File: src/rtl/tube_pkg.sv
// Shared constants for the Minisys seven-segment tube driver:
// register offsets, reset values and the hex font.
package tube_pkg;

  typedef enum logic [1:0] {
    TUBE_OFF_VALUE = 2'd0,
    TUBE_OFF_CTRL  = 2'd1,
    TUBE_OFF_RSVD2 = 2'd2,
    TUBE_OFF_RSVD3 = 2'd3
  } tubeOffset_t;

  localparam logic [15:0] TUBE_CTRL_RESET = 16'h00FF;
  localparam logic [7:0]  TUBE_SEG_OFF    = 8'hFF;

  // Active-high {g,f,e,d,c,b,a}; entry 0 sits in the least significant slot.
  localparam logic [15:0][6:0] TUBE_FONT = {
    7'h71, 7'h79, 7'h5E, 7'h39, 7'h7C, 7'h77, 7'h6F, 7'h7F,
    7'h07, 7'h7D, 7'h6D, 7'h66, 7'h4F, 7'h5B, 7'h06, 7'h3F
  };

endpackage

File: src/rtl/tube_hex_decoder.sv
// Combinational hex nibble to active-high seven-segment glyph.
module tube_hex_decoder
  import tube_pkg::*;
(
  input  logic [3:0] iNibble,
  output logic [6:0] oSegments
);

  always_comb begin
    oSegments = TUBE_FONT[iNibble];
  end

endmodule

File: src/rtl/tube_scan_driver.sv
// Eight-digit multiplexed tube driver: VALUE/CTRL registers written by the
// controller strobe, prescaled digit scan, registered active-low pins.
module tube_scan_driver
  import tube_pkg::*;
#(
  parameter int unsigned SCAN_DIV     = 23000,
  parameter int unsigned BLANK_CYCLES = 64
) (
  input  logic        iClock,
  input  logic        iReset,
  input  logic        iTubeWrite,
  input  logic [1:0]  iAddressOffset,
  input  logic [31:0] iWriteData,
  output logic [7:0]  oTubeSegments,
  output logic [7:0]  oTubeSelect
);

  localparam int unsigned     PW          = $clog2(SCAN_DIV);
  localparam logic [PW-1:0]   LAST_COUNT  = PW'(SCAN_DIV - 1);
  localparam logic [PW-1:0]   BLANK_COUNT = PW'(BLANK_CYCLES);

  logic [31:0]   valueReg;
  logic [15:0]   ctrlReg;
  logic [PW-1:0] prescaler;
  logic [2:0]    digitIndex;
  logic [7:0]    enableMask;
  logic [7:0]    dpMask;
  logic [3:0]    nibble;
  logic [6:0]    glyph;
  logic          lit;

  always_comb begin
    enableMask = ctrlReg[7:0];
    dpMask     = ctrlReg[15:8];
    nibble     = valueReg[{digitIndex, 2'b00} +: 4];
    lit        = (prescaler >= BLANK_COUNT) && enableMask[digitIndex];
  end

  tube_hex_decoder uDecoder (
    .iNibble   (nibble),
    .oSegments (glyph)
  );

  always_ff @(posedge iClock or posedge iReset) begin
    if (iReset) begin
      valueReg <= '0;
      ctrlReg  <= TUBE_CTRL_RESET;
    end else if (iTubeWrite) begin
      case (tubeOffset_t'(iAddressOffset))
        TUBE_OFF_VALUE: valueReg <= iWriteData;
        TUBE_OFF_CTRL:  ctrlReg  <= iWriteData[15:0];
        default: ;
      endcase
    end
  end

  always_ff @(posedge iClock or posedge iReset) begin
    if (iReset) begin
      prescaler  <= '0;
      digitIndex <= '0;
    end else if (prescaler == LAST_COUNT) begin
      prescaler  <= '0;
      digitIndex <= digitIndex + 3'd1;
    end else begin
      prescaler <= prescaler + 1'b1;
    end
  end

  // Pins are a pure function of the pre-edge scan state and registers,
  // so a write landing on a slot change is already loaded by the first lit cycle.
  always_ff @(posedge iClock or posedge iReset) begin
    if (iReset) begin
      oTubeSelect   <= '1;
      oTubeSegments <= TUBE_SEG_OFF;
    end else if (!lit) begin
      oTubeSelect   <= '1;
      oTubeSegments <= TUBE_SEG_OFF;
    end else begin
      oTubeSelect   <= ~(8'b0000_0001 << digitIndex);
      oTubeSegments <= ~{dpMask[digitIndex], glyph};
    end
  end

endmodule
File: config.mk
export PLATFORM = sky130hd
export DESIGN_NAME = tube_scan_driver
export DESIGN_NICKNAME = d
export VERILOG_FILES = /design/src/rtl/tube_pkg.sv /design/src/rtl/tube_hex_decoder.sv /design/src/rtl/tube_scan_driver.sv
export SDC_FILE = /design/constraint.sdc
export NUM_CORES = 1
export LEC_CHECK = 0
export ABC_CLOCK_PERIOD_IN_PS = 3170
export CAP_MARGIN = 25
export CORE_MARGIN = 2
export CORE_UTILIZATION = 40
export DETAILED_ROUTE_END_ITERATION = 8
export PLACE_DENSITY = 0.62
export SYNTH_ARGS = -nofsm -noshare
export SYNTH_HDL_FRONTEND = slang
export SYNTH_SLANG_ARGS = --single-unit
File: constraint.sdc
create_clock -name iClock -period 3.17 [get_ports iClock]
set_clock_uncertainty 0.15 [all_clocks]
set_input_delay 0.317 -clock iClock [delete_from_list [all_inputs] [get_ports iClock]]
set_output_delay 0.317 -clock iClock [all_outputs]
set_load 0.01 [all_outputs]
==> results of run 1 <==
==> area by class of cell <==
class | instances | area (µm²)
clock inverter | 6 | 42.54
inverter | 10 | 37.54
multi-input combinational | 187 | 1683
sequential | 82 | 2082
fill | 827 | 4591
timing repair buffer | 60 | 593.1
clock buffer | 10 | 137.6
tap | 129 | 161.4
==> Yosys cell counts (2+ instances only) <==
cell type  number  share of area, %
dfrtp_1        58                37
mux2_2         50                15
nand2_1        27               2.6
dfstp_2        24                16
ha_1           14               4.5
nor2_1         13               1.3
mux4_2         10               5.8
inv_1           9              0.87
xor2_1          8               1.8
nand3_1         7              0.90
and3_1          6              0.97
mux2i_1         6               1.6
buf_2           5              0.65
xnor2_1         5               1.1
o21ai_0         4              0.52
nand4_1         3              0.48
o221ai_1        3              0.68
a21oi_1         2              0.26
and2_1          2              0.32
buf_6           2              0.58
clkbuf_1        2              0.19
nor2b_1         2              0.32
nor3_1          2              0.26
or3_1           2              0.32
or4_1           2              0.39
==> worst register-to-register path: stages (launching register included) <==
cell and delay (ns):
dfrtp_1 0.54, buf_4 0.30, mux4_2 0.52, nand2_1 0.07, and2_1 0.22, inv_1 0.13, ha_1 0.26, nor3_1 0.25
o31ai_2 0.10
==> power groups by stage <==
| stage | logic [mW] | registers (mW) | clock network (mW) |
|---|---|---|---|
| after floorplan | 0.264 | 1.23 | 0 |
| after global placement | 0.353 | 1.26 | 0 |
| after detailed placement | 0.366 | 1.26 | 0 |
| after CTS | 0.366 | 1.24 | 0.711 |
| after global routing | 0.399 | 1.26 | 0.753 |
| final | 0.361 | 1.24 | 0.680 |
==> worst max path at each step <==
stage                                    from  cells past startpoint  slack [ns]                         end
floorplan                              iReset                      1        0.63     ctrlReg[10]$_DFFE_PP0P_
global placement    digitIndex[0]$_DFFE_PP0N_                      6        0.64  oTubeSegments[1]$_DFF_PP1_
detailed placement  digitIndex[0]$_DFFE_PP0N_                      8        0.53  oTubeSegments[0]$_DFF_PP1_
CTS                 digitIndex[0]$_DFFE_PP0N_                      8        0.54  oTubeSegments[0]$_DFF_PP1_
global route        digitIndex[0]$_DFFE_PP0N_                      8        0.34  oTubeSegments[0]$_DFF_PP1_
finish              digitIndex[0]$_DFFE_PP0N_                      8        0.57  oTubeSegments[0]$_DFF_PP1_
==> per-layer routing <==
layer	wire length, µm	global-route usage [%]	vias to the layer above
met5	0	0	-
met4	104	5.333	0
met3	228	2.736	9
met2	3436	24.49	46
met1	3649	22.29	1200
li1	-	-	1143
==> state kept, by name, indices dropped and copies added (netlist names) <==
name           count
valueReg          32
prescaler         15
digitIndex         3
ctrlReg           16
oTubeSelect        8
oTubeSegments      8
==> logic make-up (layout without fill, tap and decap cells) <==
group	Yosys count	after routing	share of synthesized area [%]
flops	82	82	53.76
fa+ha+maj	14	14	4.523
compound gates	17	17	3.393
mux	67	67	22.49
buf+inv	20	86	2.908
simple gates	76	76	9.984
xor+xnor	13	13	2.940
==> placed cells by master, fill, tap and decap left out, types with 7 or more instances in the layout <==
| cell type | netlist | layout |
|---|---|---|
| clkdlybuf4s50_1 | 0 | 52 |
| dfrtp_1 | 58 | 58 |
| nor2_1 | 13 | 13 |
| buf_4 | 0 | 7 |
| xor2_1 | 8 | 8 |
| inv_1 | 9 | 8 |
| ha_1 | 14 | 14 |
| clkbuf_8 | 0 | 10 |
| nand3_1 | 7 | 7 |
| mux4_2 | 10 | 10 |
| nand2_1 | 27 | 27 |
| dfstp_2 | 24 | 24 |
| mux2_2 | 50 | 50 |
==> run_results.csv, run 1 <==
group,metric,value,unit
timing,slew_violations,0,
setup_path,r2r-start,"digitIndex[0]$_DFFE_PP0N_",
status,status,"completed",
setup_path,path_buf_inv,2,
logic_synthesis,synth_edf_count,0,
floorplanning,die_w,102.4,µm
pwr,max-vdd-ir-drop,219.7,µV
global_route,first_global_vias,2495,
logic_synthesis,yosysUniqueCellTypes,46,
placed_design,dp_hpwl,5515,µm
floorplanning,pin_count,53,
global_route,grt_max_degree,36,
setup_path,critPathKind,"reg2reg",
timing,period_share,82.08,%
clock_network,holdBufCountCts,0,
clock_network,clk_path_buf_depth,2,
final_layout,postLayoutCoreUtil,50.78,%
logic_synthesis,dominantRegCellSynth,"dfrtp_1",
routing,wl_per_cell,15.33,µm
clock_network,post_cts_resized,0,
setup_path,endpoint_kind,"flop",
placed_design,postPlaceCellArea,4557,µm²
pwr,sw_frac_of_total,26.06,%
final_layout,num_antenna_cells,0,
timing,hold_viol_final,0,
routing,vias,2398,
timing,final-setup-viol-count,0,
routing,drt-initial-drc-count,102,
setup_path,critPathSlowestCell,"dfrtp_1",
pwr,power.switching,0.5954,mW
setup_path,rrSetupSlack,0.57,ns
routing,routed_wl,7418,µm
clock_network,cts_tree,"built",
clock_network,ctsRootBufferMaster,"clkbuf_8",
clock_network,clk_pin_slew,0.09,ns
setup_path,cp.required,3.28,ns
pwr,powerDensity,482.3,nW/µm²
timing,fin_setup_tns,0,ns
floorplanning,initial_core_util,41.52,%
global_route,grt_pass1_wl,12560,µm
final_layout,drive_gt1_share,32.96,%
placed_design,gp_congestion,0.8622,
timing,clock.fmax,0.3843,GHz
global_route,grt_usage,15.68,%
logic_synthesis,synthArstFlopShare,100.0,%
timing,fin_hold_ws,0.2062,ns
floorplanning,dieArea,10480,µm²
setup_path,critical_path.max_stage_delay,0.54,ns
pwr,seq_power_share,54.4,%
placed_design,placed_cells,468,
placed_design,dp_slack,0.5280,ns
logic_synthesis,ys_warn_count,0,
timing,max-slew-margin-rel,59.76,%
logic_synthesis,syn_nets,340,
setup_path,startpoint_type,"flop",
clock_network,cts_max_level,3,
routing,ant_nets,0,
timing,rsz0062_at_grt,"false",
timing,worst_slew_pin_slew,0.6027,ns
logic_synthesis,ys_ff_latch,82,
setup_path,critical_path.cell_chain,"buf_4 > mux4_2 > nand2_1 > and2_1 > inv_1 > ha_1 > nor3_1 > o31ai_2",
logic_synthesis,avgSynthCellArea,13.40,µm²
routing,drtPass1Iterations,4,
logic_synthesis,syn_area,3872,µm²
timing,fin_crit,2.602,ns
global_route,overflow,0,
final_layout,final_cell_area,4737,µm²
logic_synthesis,synth.yosys.seq_area_share,53.76,%
setup_path,cpLargestDelayFamily,"flip-flops",
pwr,combinationalPowerShare,15.8,%
timing,layout_setup_ws,0.5680,ns
setup_path,cp.arrival,2.71,ns
clock_network,clock_sinks,82,
clock_network,cts_buffers,9,
setup_path,path_max_fanout,11,
pwr,power,2.285,mW
floorplanning,core_area,9328,µm²
worst_hold_path,hp-class,"in2async",
final_layout,synthToLayoutAreaGrowth,22.33,%
routing,drc_errors,0,
clock_network,clk_latency,0.34,ns
setup_path,reg2reg_depth,8,
floorplanning,fp-row-count,35,
floorplanning,die_h,102.4,µm
logic_synthesis,syn_inst,289,
setup_path,regToRegEndpoint,"oTubeSegments[0]$_DFF_PP1_",
final_layout,fin_nets,401,
final_layout,stdcell_count,484,
clock_network,postCtsSetupRepairBufs,0,
job,drv_cap,0,
routing,via_per_inst,4.955,
pwr,cellLeakagePower,1.947,nW
pwr,power_frac_clock,29.8,%
pwr,power.internal,1.689,mW
global_route,grt_antenna_before_repair,0,
placed_design,io_buffer_count,52,
Power figures use the tool's default switching activity.
==> inputs of run 2 (changes only) <==
- ABC_CLOCK_PERIOD_IN_PS: 3170 -> 2300
- PLACE_DENSITY: 0.62 -> 0.65
- clock period: 3.17 -> 2.3 ns (I/O delays scaled with it)
==> run 2 against run 1 <==
Design area increased by 2.2%. Count of clock-buffer cells in the layout grew 3. Routed wire length rose by 2.2%. First-iteration DRC count is 50% lower. Sequential share of layout area is 0.97 points lower. Non-clock buffer count is 7 higher. Largest power group unchanged. Combinational power rose by 50%. Critical path depth fell by 1.
==> run_results.csv, run 2 (synthesized netlist as in run 1, its figures left out) <==
group,metric,value,unit
clock_network,clk_latency,0.35,ns
floorplanning,die_w,102.4,µm
timing,max-slew-margin-rel,64.84,%
setup_path,endpoint_kind,"flop",
final_layout,multi_input_area,1709,µm²
final_layout,top_regs,"valueReg x32, ctrlReg x16, prescaler x15",
final_layout,fin_nets,408,
final_layout,synthToLayoutAreaGrowth,25.07,%
timing,hold_viol_final,0,
placed_design,gp_congestion,0.9182,
setup_path,critPathKind,"reg2reg",
placed_design,dp_hpwl,5659,µm
floorplanning,dieArea,10480,µm²
clock_network,clk_path_buf_depth,2,
timing,final-setup-viol-count,0,
timing,layout_setup_ws,0.09222,ns
global_route,grt_max_degree,38,
floorplanning,fp-row-count,35,
timing,period_share,95.99,%
global_route,overflow,0,
clock_network,cts_tree,"built",
worst_hold_path,hp-class,"in2async",
job,drv_cap,0,
pwr,max-vdd-ir-drop,327.3,µV
clock_network,cts_max_level,3,
routing,vias,2430,
timing,slew_violations,0,
setup_path,reg2reg_depth,7,
routing,drt-initial-drc-count,51,
setup_path,startpoint_type,"flop",
timing,fin_setup_tns,0,ns
final_layout,top_register,"valueReg",
final_layout,postLayoutCoreUtil,51.92,%
global_route,grt_usage,16.02,%
setup_path,cp.required,2.39,ns
floorplanning,initial_core_util,41.52,%
routing,ant_nets,0,
final_layout,num_antenna_cells,0,
setup_path,path_buf_inv,2,
placed_design,io_buffer_count,52,
setup_path,r2r-start,"digitIndex[0]$_DFFE_PP0N_",
final_layout,nFillCells,834,
setup_path,critical_path.cell_chain,"buf_12 > mux4_2 > mux2i_4 > inv_1 > ha_1 > mux2i_1 > o221ai_1",
clock_network,clock_sinks,82,
timing,clock.fmax,0.4529,GHz
timing,fin_crit,2.208,ns
routing,drtPass1Iterations,6,
routing,drc_errors,0,
final_layout,seqCellArea,2082,µm²
final_layout,drive_gt1_share,34.81,%
pwr,cellLeakagePower,1.995,nW
floorplanning,core_area,9328,µm²
setup_path,path_max_fanout,9,
setup_path,critPathSlowestCell,"mux4_2",
timing,worst_slew_pin_slew,0.5226,ns
status,status,"completed",
clock_network,ctsRootBufferMaster,"clkbuf_8",
final_layout,layout_common_cells,"dfrtp_1 (58), clkdlybuf4s50_1 (52), mux2_2 (50), nand2_1 (27), dfstp_2 (24)",
final_layout,layout_commonest_cell,"dfrtp_1",
routing,wl_per_cell,15.43,µm
floorplanning,die_h,102.4,µm
global_route,grt_antenna_before_repair,0,
routing,via_per_inst,4.949,
clock_network,holdBufCountCts,0,
routing,routed_wl,7578,µm
placed_design,dp_slack,0.01230,ns
global_route,first_global_vias,2525,
setup_path,regToRegEndpoint,"oTubeSegments[5]$_DFF_PP1_",
floorplanning,pin_count,53,
pwr,powerDensity,656.4,nW/µm²
clock_network,cts_buffers,9,
setup_path,rrSetupSlack,0.09,ns
setup_path,critical_path.max_stage_delay,0.53,ns
clock_network,clk_pin_slew,0.08,ns
final_layout,largest_reg_flops,32,
setup_path,cp.arrival,2.30,ns
setup_path,cpLargestDelayFamily,"multiplexers",
global_route,grt_pass1_wl,12670,µm
run 2: worst max-delay path by stage:
stage	start	endpoint	slack [ns]	depth (start not counted)
after floorplan	digitIndex[0]$_DFFE_PP0N_	oTubeSegments[1]$_DFF_PP1_	0.04	8
after global placement	digitIndex[0]$_DFFE_PP0N_	oTubeSegments[1]$_DFF_PP1_	0.05	7
final	digitIndex[0]$_DFFE_PP0N_	oTubeSegments[5]$_DFF_PP1_	0.09	7
after global routing	digitIndex[0]$_DFFE_PP0N_	oTubeSegments[1]$_DFF_PP1_	-0.01	7
after CTS	digitIndex[0]$_DFFE_PP0N_	oTubeSegments[1]$_DFF_PP1_	0.002	7
after detailed placement	digitIndex[0]$_DFFE_PP0N_	oTubeSegments[1]$_DFF_PP1_	0.01	7
run 2: worst reg2reg max path, delay by kind of cell (launching register included):
kind / cells / cell delay [ns]
multiplexers: 3 / 0.90
buffers and inverters: 2 / 0.27
AO/OA/AOI/OAI: 1 / 0.13
adder cells (fa/ha/maj): 1 / 0.26
flip-flops: 1 / 0.39
run 2: power breakdown:
part           switching (mW)  leakage (nW)  internal, mW
Combinational           0.223         0.949         0.320
Clock                   0.502        0.0834         0.420
Sequential             0.0927         0.963          1.62
run 2: cell type report:
type | count | area share, %
multi-input cells | 187 | 35.29
clock buffers | 13 | 3.074
flip-flops and latches | 82 | 42.99
repair buffers | 67 | 14.10
clock inverters | 3 | 0.3617
well taps | 129 | 3.332
inverters | 10 | 0.8525
run 2: through the flow:
stage               power [mW]  cell area [µm²]  instances  hold WS (ns)
finish                   3.179             4843        491        0.1243
global route             3.334             4843        491        0.1579
CTS                      3.191             4815        489        0.1303
detailed placement       2.269             4648        473        0.3279
global placement         2.251             4648        473        0.3340
floorplan                2.066             3889        289        0.2306
run 2: layer usage:
metal,routed length [µm],global-route usage [%],up-vias
met5,0,0,-
met4,113,5.846,0
met3,256,3.078,8
met2,3554,25.71,51
met1,3654,21.82,1210
li1,-,-,1161
run 2: repair_timing:
item,CTS,global route
setup endpoints to repair,0,6
gates resized for setup,0,6
setup buffers,0,2
hold endpoints to repair,0,0
==> inputs of run 3 (changes only) <==
- ABC_CLOCK_PERIOD_IN_PS: 2300 -> unset
- CORE_ASPECT_RATIO: unset -> 0.8
==> run 3 against run 2 <==
Cell count shrank 2.4%. Routed wire length rose by 2.3%. Sequential power barely moved. Design area increased by 1.6%. Global-route usage up 0.072 points. Setup slack worse by 0.068 ns. Critical path depth decreased by 1. Worst hold slack better by 0.096 ns. Power increased by 15%. Sequential share of layout area is 0.64 points lower. Register-to-register slack worse by 0.07 ns. Fmax shrank 3.0%. Largest power group unchanged. Highest routed layer unchanged.
==> run_results.csv, run 3 (synthesized netlist as in run 1, its figures left out) <==
group,metric,value,unit
status,status,"completed",
timing,clock.fmax,0.4394,GHz
setup_path,cp.arrival,2.34,ns
final_layout,drive_gt1_share,35.28,%
setup_path,critPathSlowestCell,"mux4_2",
setup_path,critical_path.cell_chain,"mux4_2 > mux2i_4 > inv_1 > ha_2 > o211ai_1 > o311ai_1",
floorplanning,core_area,9529,µm²
final_layout,num_antenna_cells,0,
pwr,power,3.655,mW
global_route,grt_pass1_wl,12930,µm
routing,drtPass1Iterations,5,
timing,fin_hold_ws,0.2198,ns
job,drv_cap,0,
clock_network,clk_path_buf_depth,2,
final_layout,top_register,"valueReg",
setup_path,rrSetupSlack,0.02,ns
setup_path,path_max_fanout,7,
setup_path,path_buf_inv,1,
timing,worst_slew_pin_slew,0.5123,ns
setup_path,cp.required,2.37,ns
setup_path,critPathKind,"reg2reg",
timing,slew_violations,0,
placed_design,gp_congestion,0.9111,
pwr,powerDensity,743.0,nW/µm²
placed_design,dp_slack,-0.1002,ns
setup_path,cpLargestDelayFamily,"multiplexers",
global_route,first_global_vias,2519,
timing,fin_crit,2.276,ns
routing,routed_wl,7753,µm
timing,rsz0062_at_grt,"true",
floorplanning,pin_count,53,
final_layout,stdcell_count,479,
routing,via_per_inst,5.084,
placed_design,dp_hpwl,5614,µm
clock_network,cts_buffers,9,
setup_path,cp_num_cells,6,
timing,final-setup-viol-count,0,
routing,wl_per_cell,16.19,µm
floorplanning,initial_core_util,40.64,%
pwr,cellLeakagePower,2.017,nW
floorplanning,die_w,114.0,µm
setup_path,startpoint_type,"flop",
clock_network,ctsRootBufferMaster,"clkbuf_16",
routing,vias,2435,
final_layout,top_regs,"valueReg x32, ctrlReg x16, prescaler x15",
final_layout,synthToLayoutAreaGrowth,27.04,%
clock_network,clk_latency,0.33,ns
final_layout,fin_nets,406,
final_layout,layout_commonest_cell,"dfrtp_1",
global_route,grt_antenna_before_repair,0,
routing,drt-initial-drc-count,106,
routing,ant_nets,0,
final_layout,largest_reg_flops,32,
floorplanning,dieArea,10490,µm²
clock_network,cts_tree,"built",
timing,max-slew-margin-rel,65.53,%
global_route,overflow,0,
worst_hold_path,hp-class,"in2async",
final_layout,nFillCells,848,
timing,period_share,98.95,%
clock_network,clock_sinks,82,
placed_design,io_buffer_count,52,
setup_path,critical_path.max_stage_delay,0.56,ns
global_route,grt_max_degree,83,
timing,hold_viol_final,0,
placed_design,placed_cells,460,
clock_network,holdBufCountCts,0,
floorplanning,die_h,92.01,µm
floorplanning,fp-row-count,32,
setup_path,reg2reg_depth,6,
pwr,max-vdd-ir-drop,330.1,µV
setup_path,endpoint_kind,"flop",
global_route,grt_usage,16.10,%
routing,drc_errors,0,
timing,layout_setup_ws,0.02415,ns
clock_network,clk_pin_slew,0.06,ns
final_layout,layout_common_cells,"dfrtp_1 (57), clkdlybuf4s50_1 (52), mux2_2 (50), nand2_1 (27), dfstp_2 (24)",
clock_network,cts_max_level,3,
run 3: cell count changes in the layout (fill, tap and decap cells not counted), moves of 2 or more:
cell	previous run	this run
clkbuf_16	0	9
clkinvlp_4	2	4
buf_12	4	2
clkinv_2	2	0
clkbuf_8	10	0
run 3: metal layers:
layer | track usage, % | up-vias | share of wire (%)
met1 | 23.63 | 1219 | 51
met2 | 22.87 | 55 | 45
met3 | 5.221 | 2 | 3.5
met4 | 4.573 | 0 | 0.49
met5 | 0 | - | 0
li1 | - | 1159 | -
run 3: power by group:
part	leakage (nW)	internal (mW)	switching, mW
combinational	0.927	0.316	0.238
sequential	0.961	1.63	0.0935
clock	0.129	0.841	0.541
run 3: path summary, 6_finish.rpt:
check | startpoint | to
worst min-delay path | iReset | valueReg[7]$_DFFE_PP0P_
worst max register to register | digitIndex[0]$_DFFE_PP0N_ | oTubeSegments[3]$_DFF_PP1_
max in group asynchronous | iReset | ctrlReg[0]$_DFFE_PP1P_
worst max-delay path | digitIndex[0]$_DFFE_PP0N_ | oTubeSegments[3]$_DFF_PP1_
worst min register to register | prescaler[13]$_DFF_PP0_ | prescaler[13]$_DFF_PP0_
min in group iClock | prescaler[13]$_DFF_PP0_ | prescaler[13]$_DFF_PP0_
run 3: metrics by stage:
stage | cell area, µm² | TNS [ns] | util (%)
finish | 4920 | 0 | 51.63
global route | 4920 | -0.1601 | 51.63
CTS | 4883 | 0 | 51.25
detailed placement | 4588 | -0.2589 | 48.15
global placement | 4588 | 0 | 48.15
floorplan | 3889 | 0 | -
run 3: what timing repair did:
action | CTS | global route
setup buffers | 0 | 3
endpoints found under the setup margin | 5 | 5
gates resized for setup | 2 | 7
run 3: layout make-up:
cell class	count	area, µm²	area share, %
Clock inverter	4	52.55	1.068
Timing Repair Buffer	65	646.9	13.15
Sequential cell	82	2083	42.34
Inverter	10	41.29	0.8393
Clock buffer	12	236.5	4.807
Multi-Input combinational cell	187	1710	34.77
Tap cell	119	148.9	3.026
run 3: tightest hold or removal path, stage by stage:
cell	delay, ns
clkdlybuf4s50_1	0.44
clkinvlp_4	0.09
buf_12	0.35
==> patch 1 (flow settings as in run 1) <==
Reset style: synchronous (`iReset`), changed in 3 clocked blocks.
--- a/src/rtl/tube_scan_driver.sv
+++ b/src/rtl/tube_scan_driver.sv
@@ -43,3 +43,3 @@
 
-  always_ff @(posedge iClock or posedge iReset) begin
+  always_ff @(posedge iClock) begin
     if (iReset) begin
@@ -56,3 +56,3 @@
 
-  always_ff @(posedge iClock or posedge iReset) begin
+  always_ff @(posedge iClock) begin
     if (iReset) begin
@@ -70,3 +70,3 @@
   // so a write landing on a slot change is already loaded by the first lit cycle.
-  always_ff @(posedge iClock or posedge iReset) begin
+  always_ff @(posedge iClock) begin
     if (iReset) begin
Function: no difference found for any inputs over 10 cycles, from zero or initial values and one cycle with iReset high; that may be too few to reach the edited logic, so the function may still have changed.
==> patch 1 against run 1 <==
- wire length increased by 3.1%
- sequential share of layout area decreased by 6.0 points
- final area decreased by 8.6%
- area after synthesis decreased by 6.7%
- setup slack got worse by 0.11 ns
- sequential cell count unchanged
- largest cell class is now multi-input combinational cells
Power is not compared: it rests on default switching activity, and its combinational part moved more than twofold at a synthesized area within 25%.
==> patch 1: results (changes against run 1) <==
metric;value;unit;change
outcome;finished clean;;
top cells by area, synth;dfxtp_1 (45%), nand2_1 (12%), a21oi_1 (6.0%);;
NumNets Final;499;;+24%
critical path peak fanout;8;;-3
worst setup path class;reg2reg;;
dpl hpwl;5.41;mm;-1.9%
ys async rst share;0;%;-100 points
vias in the first global route;2754;;+10%
post-synthesis compound-gate area fraction;9.21;%;+5.8 points
DRT Wirelength;7.65;mm;+3.1%
Root Driver;clkbuf_8;;
largest net degree at the start of global routing;53;;+47%
gr usage total;16.6;%;+0.96 points
CTS HTree Levels;3;;unchanged
synth unique cells;45;;-2.2%
vias per inst;5.00;;+0.99%
layout filler cell count;861;;+4.1%
first-pass GRT wire length;13.1;mm;+4.3%
DR iter-0 viols;121;;+19%
Cell Area, Placed;0.00415;mm²;-8.9%
final antenna diode count;0;;unchanged
Setup Fix Bufs, Post-CTS;0;;unchanged
layout cells sized above 1;8.61;%;-24 points
Worst-Skew Late Latency;0.36;ns;+0.02 ns
CTS clk-pin slew, worst paths;0.09;ns;about the same
multiplexer share of the synthesized area;9.59;%;-13 points
Yosys warnings;0;;unchanged
Leak Pwr;1.55;nW;
total CTS buffers;9;;unchanged
Hold Path Class;reg2reg;;
Synth Area in XOR/XNOR;3.39;%;+0.45 points
worst reg2reg path startpoint;digitIndex[0];;
Net Count, Synth;459;;+35%
Initial DRT Pass Iterations;5;;+1
synth cell count leaders;nand2_1 (112), dfxtp_1 (82), a21oi_1 (43), nor2_1 (25), clkbuf_1 (18);;
Slew @ Worst Pin;0.890;ns;+0.287 ns
Post-Synth Adder-Cell Area;4.85;%;+0.33 points
post-synthesis sequential area ratio;45.4;%;-8.3 points
Port-buffer cells;52;;unchanged
GP Congestion;0.864;;+0.26%
patch 1: final cells by class:
class                      instances  area, µm²  share of cell area [%]
clock buffer                       9        124                    2.86
tap                              108        135                    3.12
inverter                          10       37.5                   0.867
clock inverter                     7       53.8                    1.24
multi-input combinational        290       1790                    41.4
timing repair buffer              55        543                    12.5
sequential                        82       1640                    37.9
patch 1: final timing paths:
kind / cells past startpoint / slack [ns] / to
max reg2reg: 8 / 0.46 / oTubeSegments[5]
min: 2 / 0.31 / valueReg[23]
min reg2reg: 2 / 0.31 / valueReg[23]
max: 8 / 0.46 / oTubeSegments[5]
patch 1: metrics by stage:
step	hold slack (ns)	instances	setup slack, ns	total power [W]	utilization (%)
CTS	0.309	561	0.453	0.00193	49.6
finish	0.307	561	0.455	0.00190	49.6
global placement	0.293	545	0.569	0.00124	47.6
global route	0.329	561	0.242	0.00199	49.6
detailed placement	0.296	545	0.466	0.00124	47.6
floorplan	0.279	408	0.766	0.00117	-
patch 1: power breakdown:
group	switching, W	internal (W)	total [W]	leakage, nW
Sequential	0.0000170	0.00105	0.00107	0.666
Clock	0.000398	0.000288	0.000686	0.0818
Combinational	0.0000699	0.0000754	0.000145	0.806
patch 1: logic make-up after synthesis:
kind of cell | after synthesis
muxes | 21
buffers and inverters | 36
AOI/OAI and AO/OA | 57
and+or+nand+nor | 184
DFF | 82
xor gates and xnor gates | 14
adders and majority gates | 14
patch 1: per-layer routing:
metal / vias up / share of wire, % / track usage [%]
met4: 0 / 1.2 / 4.85
met1: 1284 / 47 / 22.2
met3: 11 / 5.5 / 5.46
li1: 1443 / - / -
met5: - / 0 / 0
met2: 69 / 46 / 25.9
patch 1: critical path: stages (launching register included):
cell and delay (ns):
dfxtp_1 0.61, mux4_2 0.57, mux2i_1 0.44, inv_1 0.16, ha_1 0.21, inv_1 0.09, nor2_1 0.06, a21oi_1 0.11
o221ai_1 0.12
==> patch 2 (flow settings as in run 1) <==
Made on the original files. The parameter `SCAN_DIV` goes from 23000 to 11500.
--- a/src/rtl/tube_scan_driver.sv
+++ b/src/rtl/tube_scan_driver.sv
@@ -5,3 +5,3 @@
 #(
-  parameter int unsigned SCAN_DIV     = 23000,
+  parameter int unsigned SCAN_DIV     = 11500,
   parameter int unsigned BLANK_CYCLES = 64
Check against the original RTL: same outputs for any inputs over 10 cycles, from zero or initial values and one cycle with iReset high; that may be too few to reach the edited logic, so the function may still have changed.
==> patch 2 against run 1 <==
- power rose by 7.2%
- sequential cell count shrank 1
- setup slack got worse by 0.070 ns
- via count is 1.7% higher
- final area shrank 0.21%
- largest cell class unchanged
- utilization increased by 0.37 points
- sequential power is essentially flat
- sequential share of layout area down 0.44 points
- wire length increased by 2.9%
- area after synthesis is 1.5% lower
==> patch 2: results (changes against run 1) <==
metric;value;unit;change
outcome;finished clean;;
top cells by area, synth;dfrtp_1 (37%), dfstp_2 (17%), mux2_2 (15%);;
layout cells sized above 1;30.7;%;-2.3 points
layout filler cell count;800;;-3.3%
synth unique cells;43;;-6.5%
NumNets Final;398;;-0.75%
Worst path max stage delay;0.59;ns;+0.05 ns
synth cell count leaders;dfrtp_1 (57), mux2_2 (50), nand2_1 (25), dfstp_2 (24), ha_1 (14);;
Hold Path Class;in2async;;
Via Count;2438;;+1.7%
Max stage delay cell, worst path;mux4_1;;
dpl hpwl;5.63;mm;+2.0%
vias in the first global route;2457;;-1.5%
first-pass GRT wire length;12.6;mm;+0.60%
Cell Area, Placed;0.00450;mm²;-1.3%
Leak Pwr;1.95;nW;+0.36%
DR iter-0 viols;43;;-58%
post-synthesis sequential area ratio;53.9;%;+0.14 points
GP Congestion;0.832;;-3.5%
critical path peak fanout;7;;-4
DRT Wirelength;7.63;mm;+2.9%
largest net degree at the start of global routing;37;;+2.8%
Layout Utilization;51.2;%;+0.37 points
worst IR drop on VDD;0.277;mV;+26%
top flop regs;valueReg: 32 flops, ctrlReg: 16 flops, prescaler: 14 flops;;
gr usage total;15.8;%;+0.13 points
Net Count, Synth;339;;-0.29%
final antenna diode count;0;;unchanged
P_sw;0.000607;W;+2.0%
Slew @ Worst Pin;0.816;ns;+0.213 ns
Critical Path AT;2.76;ns;+0.05 ns
patch 2: per-stage QoR:
step                setup WS (ns)  instances
floorplan                   0.663        288
global placement            0.638        465
detailed placement          0.542        465
CTS                         0.511        481
global route                0.289        481
finish                      0.498        481
patch 2: logic make-up after synthesis:
kind of cell             share of synthesized area (%)
adder cells (fa/ha/maj)                           4.59
AO/OA/AOI/OAI                                     4.26
AND/OR/NAND/NOR                                   8.82
buffers and inverters                             2.79
multiplexers                                      23.1
flip-flops                                        53.9
XOR/XNOR                                          2.52
patch 2: worst max-delay path: cells and delay by family (launching register included):
family | cells | cell delay, ns
multiplexers | 2 | 1.06
AO/OA/AOI/OAI | 2 | 0.26
buffers and inverters | 2 | 0.25
flip-flops | 1 | 0.54
AND/OR/NAND/NOR | 1 | 0.07
adder cells (fa/ha/maj) | 1 | 0.23
patch 2: layout make-up:
cell class,instances,share of cell area (%)
clock buffer,10,2.91
clock inverter,6,1.91
inverter,12,0.953
multi-input combinational,185,35.1
sequential,81,43.5
tap,129,3.41
timing repair buffer,58,12.2
patch 2: routing by layer:
metal  vias up  share of wire [%]  track usage, %
li1       1154                  -               -
met1      1199                 47            21.6
met2        72                 45            24.4
met3        13                5.3            4.14
met4         0                1.9            5.51
met5         -                  0               0
patch 2: power groups by stage:
stage	combinational [W]	sequential, W	clock (W)
6_report	0.000358	0.00124	0.000854
5_1_grt	0.000393	0.00125	0.000924
4_1_cts	0.000361	0.00124	0.000872
3_5_place_dp	0.000359	0.00126	0
3_3_place_gp	0.000347	0.00125	0
2_1_floorplan	0.000264	0.00122	0
patch 2: path summary, 6_finish.rpt:
path                       slack [ns]               end     startpoint
max in group asynchronous        1.94    oTubeSelect[0]         iReset
min in group iClock              0.35     prescaler[12]  prescaler[12]
hold / removal                   0.17      prescaler[5]         iReset
setup reg to reg                 0.50  oTubeSegments[6]  digitIndex[0]
hold reg to reg                  0.35     prescaler[12]  prescaler[12]
setup / recovery                 0.50  oTubeSegments[6]  digitIndex[0]
